===== config.mk =====
export PLATFORM = sky130hd
export DESIGN_NAME = mult_div_unit_flat
export DESIGN_NICKNAME = d
export VERILOG_FILES = /design/src/rtl/mult_div_unit_if.sv /design/src/rtl/mult_div_unit.sv /design/src/flat_wrapper.sv
export SDC_FILE = /design/constraint.sdc
export NUM_CORES = 1
export LEC_CHECK = 0
export CORE_ASPECT_RATIO = 0.5
export CORE_MARGIN = 5
export CORE_UTILIZATION = 50
export DETAILED_ROUTE_END_ITERATION = 12
export PLACE_DENSITY = 0.76
export SETUP_SLACK_MARGIN = 0.02
export SLEW_MARGIN = 5
export SYNTH_ARGS = -nofsm -noshare
export SYNTH_HDL_FRONTEND = slang
export SYNTH_SLANG_ARGS = --single-unit

===== constraint.sdc =====
create_clock -name clk -period 4.87 [get_ports clk]
set_input_delay 0.974 -clock clk [delete_from_list [all_inputs] [get_ports clk]]
set_output_delay 0.974 -clock clk [all_outputs]
set_load 0.03 [all_outputs]

===== src/rtl/mult_div_unit_if.sv =====
// rtl/mult_div_unit_if.sv - request/result bundle for the iterative multiply/divide unit
// Purpose: groups the operation request (start/op/abort/a/b) and the result
//          (busy/done/div_zero/hi/lo) of mult_div_unit.
// Ports  : master drives the request and observes the result;
//          slave (the unit) observes the request and drives the result.
interface mult_div_unit_if #(
  parameter int WIDTH = 32
);
  logic             start;
  logic [1:0]       op;
  logic             abort;
  logic [WIDTH-1:0] a;
  logic [WIDTH-1:0] b;
  logic             busy;
  logic             done;
  logic             div_zero;
  logic [WIDTH-1:0] hi;
  logic [WIDTH-1:0] lo;

  modport master (
    output start, op, abort, a, b,
    input  busy, done, div_zero, hi, lo
  );

  modport slave (
    input  start, op, abort, a, b,
    output busy, done, div_zero, hi, lo
  );
endinterface


===== src/rtl/mult_div_unit.sv =====
// rtl/mult_div_unit.sv - iterative one-bit-per-cycle signed/unsigned multiply and divide
// Purpose: MULT/MULTU produce the full 2*WIDTH product in {hi,lo}; DIV/DIVU
//          produce quotient in lo and remainder in hi (truncating toward zero).
// Ports  : clk   - clock, rising edge
//          reset - asynchronous active-low reset
//          bus   - mult_div_unit_if.slave (start/op/abort/a/b in,
//                  busy/done/div_zero/hi/lo out)
module mult_div_unit #(
  parameter int WIDTH = 32,
  parameter int CNT_W = $clog2(WIDTH) + 1
) (
  input  logic           clk,
  input  logic           reset,
  mult_div_unit_if.slave bus
);

  typedef enum logic [1:0] {IDLE, CALC, FIX, DONE} stateType;

  stateType         state, nextState;
  logic [CNT_W-1:0] cnt;
  logic [WIDTH-1:0] accHi;      // mult: running upper half; div: partial remainder
  logic [WIDTH-1:0] accLo;      // mult: multiplier shifting out / product low; div: dividend in, quotient out
  logic [WIDTH-1:0] operand;    // mult: multiplicand magnitude; div: divisor magnitude
  logic [WIDTH-1:0] hiReg, loReg;
  logic             isDiv, negLo, negHi, dzPending, divZeroReg;

  logic             accept, finish, signedOp, quotBit;
  logic [WIDTH-1:0] magA, magB;
  logic [WIDTH:0]   mulSum, divShift, divDiff;

  assign accept   = (state == IDLE) && bus.start && !bus.abort;
  assign finish   = (state == DONE) && !bus.abort;
  assign signedOp = ~bus.op[0];
  assign magA     = (signedOp && bus.a[WIDTH-1]) ? -bus.a : bus.a;
  assign magB     = (signedOp && bus.b[WIDTH-1]) ? -bus.b : bus.b;

  // Shift-add step: conditional add into the upper half, then shift the
  // whole {carry, accHi, accLo} right by one.
  assign mulSum   = {1'b0, accHi} + (accLo[0] ? {1'b0, operand} : '0);

  // Restoring divide step: bring the next dividend bit into the remainder and
  // keep the subtraction only when it did not borrow.
  assign divShift = {accHi, accLo[WIDTH-1]};
  assign divDiff  = divShift - {1'b0, operand};
  assign quotBit  = ~divDiff[WIDTH];

  always_ff @(posedge clk or negedge reset) begin
    if (!reset) state <= IDLE;
    else        state <= nextState;
  end

  always_comb begin
    nextState = state;
    case (state)
      IDLE: if (accept) nextState = (bus.op[1] && (bus.b == '0)) ? DONE : CALC;
      CALC: if (bus.abort) nextState = IDLE;
            else if (cnt == CNT_W'(WIDTH - 1)) nextState = FIX;
      FIX:  nextState = bus.abort ? IDLE : DONE;
      DONE: nextState = IDLE;
      default: nextState = IDLE;
    endcase
  end

  always_ff @(posedge clk or negedge reset) begin
    if (!reset) begin
      cnt        <= '0;
      accHi      <= '0;
      accLo      <= '0;
      operand    <= '0;
      hiReg      <= '0;
      loReg      <= '0;
      isDiv      <= 1'b0;
      negLo      <= 1'b0;
      negHi      <= 1'b0;
      dzPending  <= 1'b0;
      divZeroReg <= 1'b0;
    end else begin
      case (state)
        IDLE: if (accept) begin
          cnt        <= '0;
          accHi      <= '0;
          isDiv      <= bus.op[1];
          negLo      <= signedOp && (bus.a[WIDTH-1] ^ bus.b[WIDTH-1]);
          negHi      <= signedOp && bus.a[WIDTH-1];
          dzPending  <= bus.op[1] && (bus.b == '0);
          divZeroReg <= 1'b0;
          accLo      <= bus.op[1] ? magA : magB;
          operand    <= bus.op[1] ? magB : magA;
        end
        CALC: if (!bus.abort) begin
          cnt <= cnt + 1'b1;
          if (isDiv) begin
            accHi <= quotBit ? divDiff[WIDTH-1:0] : divShift[WIDTH-1:0];
            accLo <= {accLo[WIDTH-2:0], quotBit};
          end else begin
            accHi <= mulSum[WIDTH:1];
            accLo <= {mulSum[0], accLo[WIDTH-1:1]};
          end
        end
        FIX: if (!bus.abort) begin
          if (isDiv) begin
            accLo <= negLo ? -accLo : accLo;
            accHi <= negHi ? -accHi : accHi;
          end else if (negLo) begin
            {accHi, accLo} <= -{accHi, accLo};
          end
        end
        DONE: if (finish) begin
          // Committing on the way out of DONE lets an abort raised in DONE
          // still leave hi/lo/div_zero untouched.
          divZeroReg <= dzPending;
          if (!dzPending) begin
            hiReg <= accHi;
            loReg <= accLo;
          end
        end
        default: ;
      endcase
    end
  end

  // While DONE is being completed the fresh result is forwarded so that it is
  // visible in the same cycle as the done pulse.
  assign bus.busy     = (state != IDLE);
  assign bus.done     = finish;
  assign bus.div_zero = divZeroReg | (finish & dzPending);
  assign bus.hi       = (finish && !dzPending) ? accHi : hiReg;
  assign bus.lo       = (finish && !dzPending) ? accLo : loReg;

endmodule


===== src/flat_wrapper.sv =====
// flat-port wrapper written by rule: the top's interface ports become plain ports
module mult_div_unit_flat 
#(
  parameter int WIDTH = 32,
  parameter int CNT_W = $clog2(WIDTH) + 1
)
  (clk, reset, bus_start, bus_op, bus_abort, bus_a, bus_b, bus_busy, bus_done, bus_div_zero, bus_hi, bus_lo);
  mult_div_unit_if #(.WIDTH(WIDTH)) bus_i ();
  input  logic clk;
  input  logic reset;
  input wire logic [$bits(bus_i.start)-1:0] bus_start;
  input wire logic [$bits(bus_i.op)-1:0] bus_op;
  input wire logic [$bits(bus_i.abort)-1:0] bus_abort;
  input wire logic [$bits(bus_i.a)-1:0] bus_a;
  input wire logic [$bits(bus_i.b)-1:0] bus_b;
  output wire logic [$bits(bus_i.busy)-1:0] bus_busy;
  output wire logic [$bits(bus_i.done)-1:0] bus_done;
  output wire logic [$bits(bus_i.div_zero)-1:0] bus_div_zero;
  output wire logic [$bits(bus_i.hi)-1:0] bus_hi;
  output wire logic [$bits(bus_i.lo)-1:0] bus_lo;
  assign bus_i.start = bus_start;
  assign bus_i.op = bus_op;
  assign bus_i.abort = bus_abort;
  assign bus_i.a = bus_a;
  assign bus_i.b = bus_b;
  assign bus_busy = bus_i.busy;
  assign bus_done = bus_i.done;
  assign bus_div_zero = bus_i.div_zero;
  assign bus_hi = bus_i.hi;
  assign bus_lo = bus_i.lo;
  mult_div_unit #(.WIDTH(WIDTH), .CNT_W(CNT_W)) u_core (.clk(clk), .reset(reset), .bus(bus_i));
endmodule

After elaboration in Yosys (flattened, before gate mapping)
Index checks and enable logic that the tools add are counted.
Word-level totals
  latch bits: 0
  memory bits (read-only): 0
  memories kept: 0
  input port bits: 70
  output and inout port bits: 67
  bits in writable memories: 0
  word-level logic and storage cells: 97
  register bits after elaboration: 173
Cells by class
  equal/unequal tests: 12
  multipliers: 0
  $lt $le $gt $ge: 0
  shift operators: 0
  mux-type cells: 36
  reduce and logical (&&, ||, !) cells: 23
  bitwise operators: 6
  divide/modulo/power cells: 0
  add/subtract/negate cells: 8
Operator list (count)
  $mux W32: 22
  $pmux W32 S3: 2
  $neg A32 Y32: 4
  $neg A64 Y64: 1
  $add A32 B33 Y33: 1
  $sub A33 B32 Y33: 1
  $logic_not A32 Y1: 1
  $mux W6: 2
  $pmux W6 S2: 1
  $mux W2: 5
  $reduce_and A3 Y1: 3
  $logic_and A1 B1 Y1: 8
  $pmux W2 S4: 1
  $add A6 B1 Y6 const B: 1
  $eq A6 B5 Y1 const B: 1
  $ne A2 B1 Y1 const B: 3
  $reduce_and A6 Y1: 1
  $reduce_bool A2 Y1: 3
  $reduce_and A5 Y1: 1
  $eq A2 B2 Y1 const B: 2
  $ne A2 B2 Y1 const B: 2
  $reduce_and A2 Y1: 2
  $ne A3 B1 Y1 const B: 1
  $ne A3 B2 Y1 const B: 1
  11 further kinds: 15

Logic depth before layout (Yosys ltp)
Gate-level depths: netlist of the first run.
  word-level depth: 6
  mapped depth: 15
  mapped depth without buffers: 14

Least setup slack after synthesis of the first run
No wires, ideal clock.
  path kind: input to output
  from: in bus_abort
  to: out bus_hi[11]
  data required time: 3.896 ns
  path slack: 0.978 ns
  cell stages on the path: 5
  data arrival time: 2.918 ns
  buffers on the path: 2
  cell sequence: nor2b_1 nor2b_1 buf_1 buf_1 mux2_2
On the way
  word-level cells in the longest chain between the ends: 4
RTL lines
  start: declaration: line flat_wrapper.sv:13  | input wire logic [$bits(bus_i.abort)-1:0] bus_abort;
  $logic_not A1 Y1: line mult_div_unit.sv:32  | assign finish = (state == DONE) && !bus.abort;
  $logic_and A1 B1 Y1: line mult_div_unit.sv:32
  $logic_and A1 B1 Y1: line mult_div_unit.sv:127  | assign bus.hi = (finish && !dzPending) ? accHi : hiReg;
  $mux W32: line mult_div_unit.sv:127
  end: declaration: line flat_wrapper.sv:19  | output wire logic [$bits(bus_i.hi)-1:0] bus_hi;
Every way passes these cells.

Worst setup path in the final report of the first run
  from: in bus_abort
  to: out bus_lo[18]
On the way
  word-level cells in the longest chain between the ends: 4
RTL lines
  $logic_not A1 Y1: line mult_div_unit.sv:32
  $logic_and A1 B1 Y1: line mult_div_unit.sv:32
  $logic_and A1 B1 Y1: line mult_div_unit.sv:128  | assign bus.lo = (finish && !dzPending) ? accLo : loReg;
  $mux W32: line mult_div_unit.sv:128
  end: declaration: line flat_wrapper.sv:20  | output wire logic [$bits(bus_i.lo)-1:0] bus_lo;
Every way passes these cells.

==> results of run 1 <==
-- cell usage in the layout (no fill, tap or decap), types with 56 or more instances in the layout --
| master | synthesis | final |
|---|---|---|
| dfrtp_1 | 173 | 172 |
| nor3_1 | 58 | 58 |
| inv_1 | 85 | 85 |
| ha_1 | 74 | 74 |
| clkdlybuf4s50_1 | 0 | 134 |
| o21ai_0 | 153 | 152 |
| xor2_1 | 56 | 56 |
| a21oi_1 | 158 | 158 |
| nand2_1 | 161 | 160 |
| nor2_1 | 206 | 206 |
| mux2_2 | 145 | 145 |
| xnor2_1 | 75 | 74 |
-- routing by layer --
| layer | vias to the layer above | GRT usage | routed length, µm |
|---|---|---|---|
| met5 | - | 0 | 13 |
| met1 | 7183 | 0.381 | 21900 |
| li1 | 7138 | - | - |
| met2 | 657 | 0.432 | 21700 |
| met4 | 2 | 0.0813 | 1300 |
| met3 | 106 | 0.0533 | 3990 |
-- layout make-up --
class | count | area [µm²] | share of cell area
multi-input combinational | 1553 | 10600 | 0.589
sequential | 173 | 4330 | 0.240
timing repair buffer | 169 | 1660 | 0.0917
tap | 432 | 541 | 0.0299
clock buffer | 18 | 439 | 0.0243
inverter | 85 | 319 | 0.0177
clock inverter | 14 | 143 | 0.00790
-- worst paths after layout --
path / depth (start not counted) / slack [ns] / endpoint / startpoint
max: 6 / 0.33 / bus_lo[18] / bus_abort
min: 2 / 0.48 / u_core.operand[14] / u_core.operand[14]
max reg2reg: 14 / 0.74 / u_core.accHi[27] / u_core.accLo[0]
min reg2reg: 2 / 0.48 / u_core.operand[14] / u_core.operand[14]
max in group asynchronous: 2 / 3.32 / u_core.accHi[20] / reset
min in group asynchronous: 1 / 0.55 / u_core.operand[9] / reset
-- logic make-up (layout without fill, tap and decap cells) --
family | after synthesis | count (layout)
buffers and inverters | 202 | 286
multiplexers | 196 | 196
AO/OA/AOI/OAI | 558 | 558
adder cells (fa/ha/maj) | 76 | 76
AND/OR/NAND/NOR | 592 | 592
flip-flops | 173 | 173
XOR/XNOR | 131 | 131
-- power groups by stage --
stage / sequential (mW) / combinational [mW] / clock [mW]
2_1_floorplan: 2.36 / 5.19 / 0
3_3_place_gp: 2.74 / 6.64 / 0
3_5_place_dp: 2.76 / 6.73 / 0
4_1_cts: 2.73 / 6.78 / 1.41
5_1_grt: 2.85 / 7.47 / 1.47
6_report: 2.76 / 6.88 / 1.41
-- through the flow --
stage	std cells	hold slack (ns)
final	2444	0.484
after floorplan	1928	0.450
after global routing	2444	0.503
after global placement	2412	0.463
after detailed placement	2412	0.472
after CTS	2444	0.488
-- worst max-delay path, stage by stage --
cell and delay, ns:
clkdlybuf4s50_1 0.49, nor2b_1 0.33, nor2b_4 0.51, buf_12 0.28, mux2_2 0.36, clkdlybuf4s50_1 0.60
-- sequential cells by signal, indices dropped and copies added (netlist names) --
register / cells
u_core.loReg: 32
u_core.operand: 32
u_core.divZeroReg: 1
u_core.hiReg: 32
u_core.negLo: 1
u_core.negHi: 1
u_core.accLo: 32
u_core.accHi: 32
u_core.dzPending: 1
u_core.cnt: 6
u_core.isDiv: 1
u_core.state: 2
==> out/results.tsv, run 1 <==
stage	metric	value	unit
die	initial_core_util	0.502	
pwr	combinationalPowerShare	0.623	
synthesis	synth_top_area_cell	dfrtp_1	
sta	report.final.setup_viol	0	
pwr	power.total	11.0	mW
synthesis	yosys.area.top_type_share	0.274	
die	core	31400	µm²
outcome	status	finished clean	
drt	drt_pass1_iterations	6	
pwr	switching_share	0.501	
die	dieArea	35500	µm²
critical_path	cp_max_fo	35	
cts	cts_root_buf	clkbuf_16	
drt	ant_nets	0	
synthesis	yosysSeqAreaShare	0.274	
synthesis	yosys-top-cells-area	dfrtp_1, mux2_2, ha_1	
drt	vias	15100	
placed_design	dp_hpwl	36300	µm
synthesis	synth_edf_count	0	
critical_path	cp_data_required_time	3.90	ns
synthesis	synth_adder_area_share	0.0612	
synthesis	synth_warnings	0	
drt	wl_per_cell	20.0	µm
critical_path	critPathKind	primary input to primary output	
die	die_h	136	µm
cts	cts.clk_slew.worst_paths	0.07	ns
finish	drive_gt1_frac	0.123	
synthesis	synth_area	15800	µm²
finish	nets	2145	
cts	cts_made_buffers	17	
sta	worst_pin_slew	1.07	ns
pwr	p_seq_frac	0.250	
run	cap_violations	0	
synthesis	synth.distinct_cells	85	
synthesis	synth_xor_area_frac	0.0727	
sta	maxSlewViolCount	0	
cts	htreeDepth	4	
cts	cts_tree	done	
min_path	hold_class	register to register	
grt	grt_overflow_total	0	
placed_design	place_ws	0.342	ns
grt	grt_pass1_vias	14000	
sta	finalClockSkew	0.0159	ns
cts	hold_buffers	0	
pwr	p_sw	5.54	mW
synthesis	synthSimpleGateAreaFrac	0.179	
critical_path	cp-start-kind	primary input	
cts	clk_path_buf_depth	2	
grt	grt_usage	0.273	
sta	fmaxAchievable	0.220	GHz
cts	cts_resized	0	
sta	setup-tns-final	0	ns
synthesis	syn_nets	2074	
finish	areaGrowthSynthToFinish	14.3	%
pwr	p_int	5.51	mW
placed_design	place.gp.congestion	0.957	
grt	antenna_found_initial	1	
sta	max_slew_margin	0.288	
sta	hold_violations	0	
drt	routed_wl	48900	µm
die	rows	46	
synthesis	syn_avg_cell_area	8.19	µm²
drt	first_iter_violations	1759	
pwr	powerDensity	612	nW/µm²
cts	cts.sinks	173	
synthesis	synth_mux_area_frac	0.136	
synthesis	ys_ff_latch	173	
die	io_pins	137	
pwr	p_leak	7.80	nW
finish	diodes	0	
cts	post-cts-setup-buffers	0	
finish	fin_area	18100	µm²
finish	fin_util	0.574	
critical_path	critical_path_arrival	3.56	ns
drt	remaining_drc_errors	0	
sta	rsz0062_at_grt	no	
synthesis	synth-main-ff-cell	dfrtp_1	
critical_path	cp-end-kind	primary output	
drt	viasPerCell	6.17	
sta	period_share	0.932	
synthesis	synth_top_family_by_area	compound AO/OA/AOI/OAI gates	
sta	fin_crit	4.54	ns
synthesis	postSynthCellCount	1928	
finish	num-fill-cells	2884	
placed_design	port_buffers	136	
die	die-width	261	µm
grt	grt_pass1_wl	77300	µm
cts	clock_latency	0.47	ns
grt	grt_max_degree	102	
synthesis	synth-async-reset-ratio	1.00	
synthesis	synthTopCellsByCount	nor2_1, dfrtp_1, nand2_1	
pwr	ir_drop	0.347	mV
sta	setup_slack	0.333	ns
synthesis	synth_compound_area_frac	0.223	
synthesis	yosysMostFrequentCell	nor2_1	
pwr	p_clk_frac	0.127	
placed_design	placed_area	17500	µm²
No activity file was read; power rests on OpenSTA's default activity.
==> run 2: changes to the inputs <==
--- a/config.mk
+++ b/config.mk
@@ -11,7 +11,8 @@
 export DETAILED_ROUTE_END_ITERATION = 12
 export PLACE_DENSITY = 0.76
 export SETUP_SLACK_MARGIN = 0.02
-export SLEW_MARGIN = 5
+export SLEW_MARGIN = 20
 export SYNTH_ARGS = -nofsm -noshare
 export SYNTH_HDL_FRONTEND = slang
 export SYNTH_SLANG_ARGS = --single-unit
+export TNS_END_PERCENT = 5
==> results of run 2 <==
No change in the layout: final DEF, timing and power equal those of run 1.
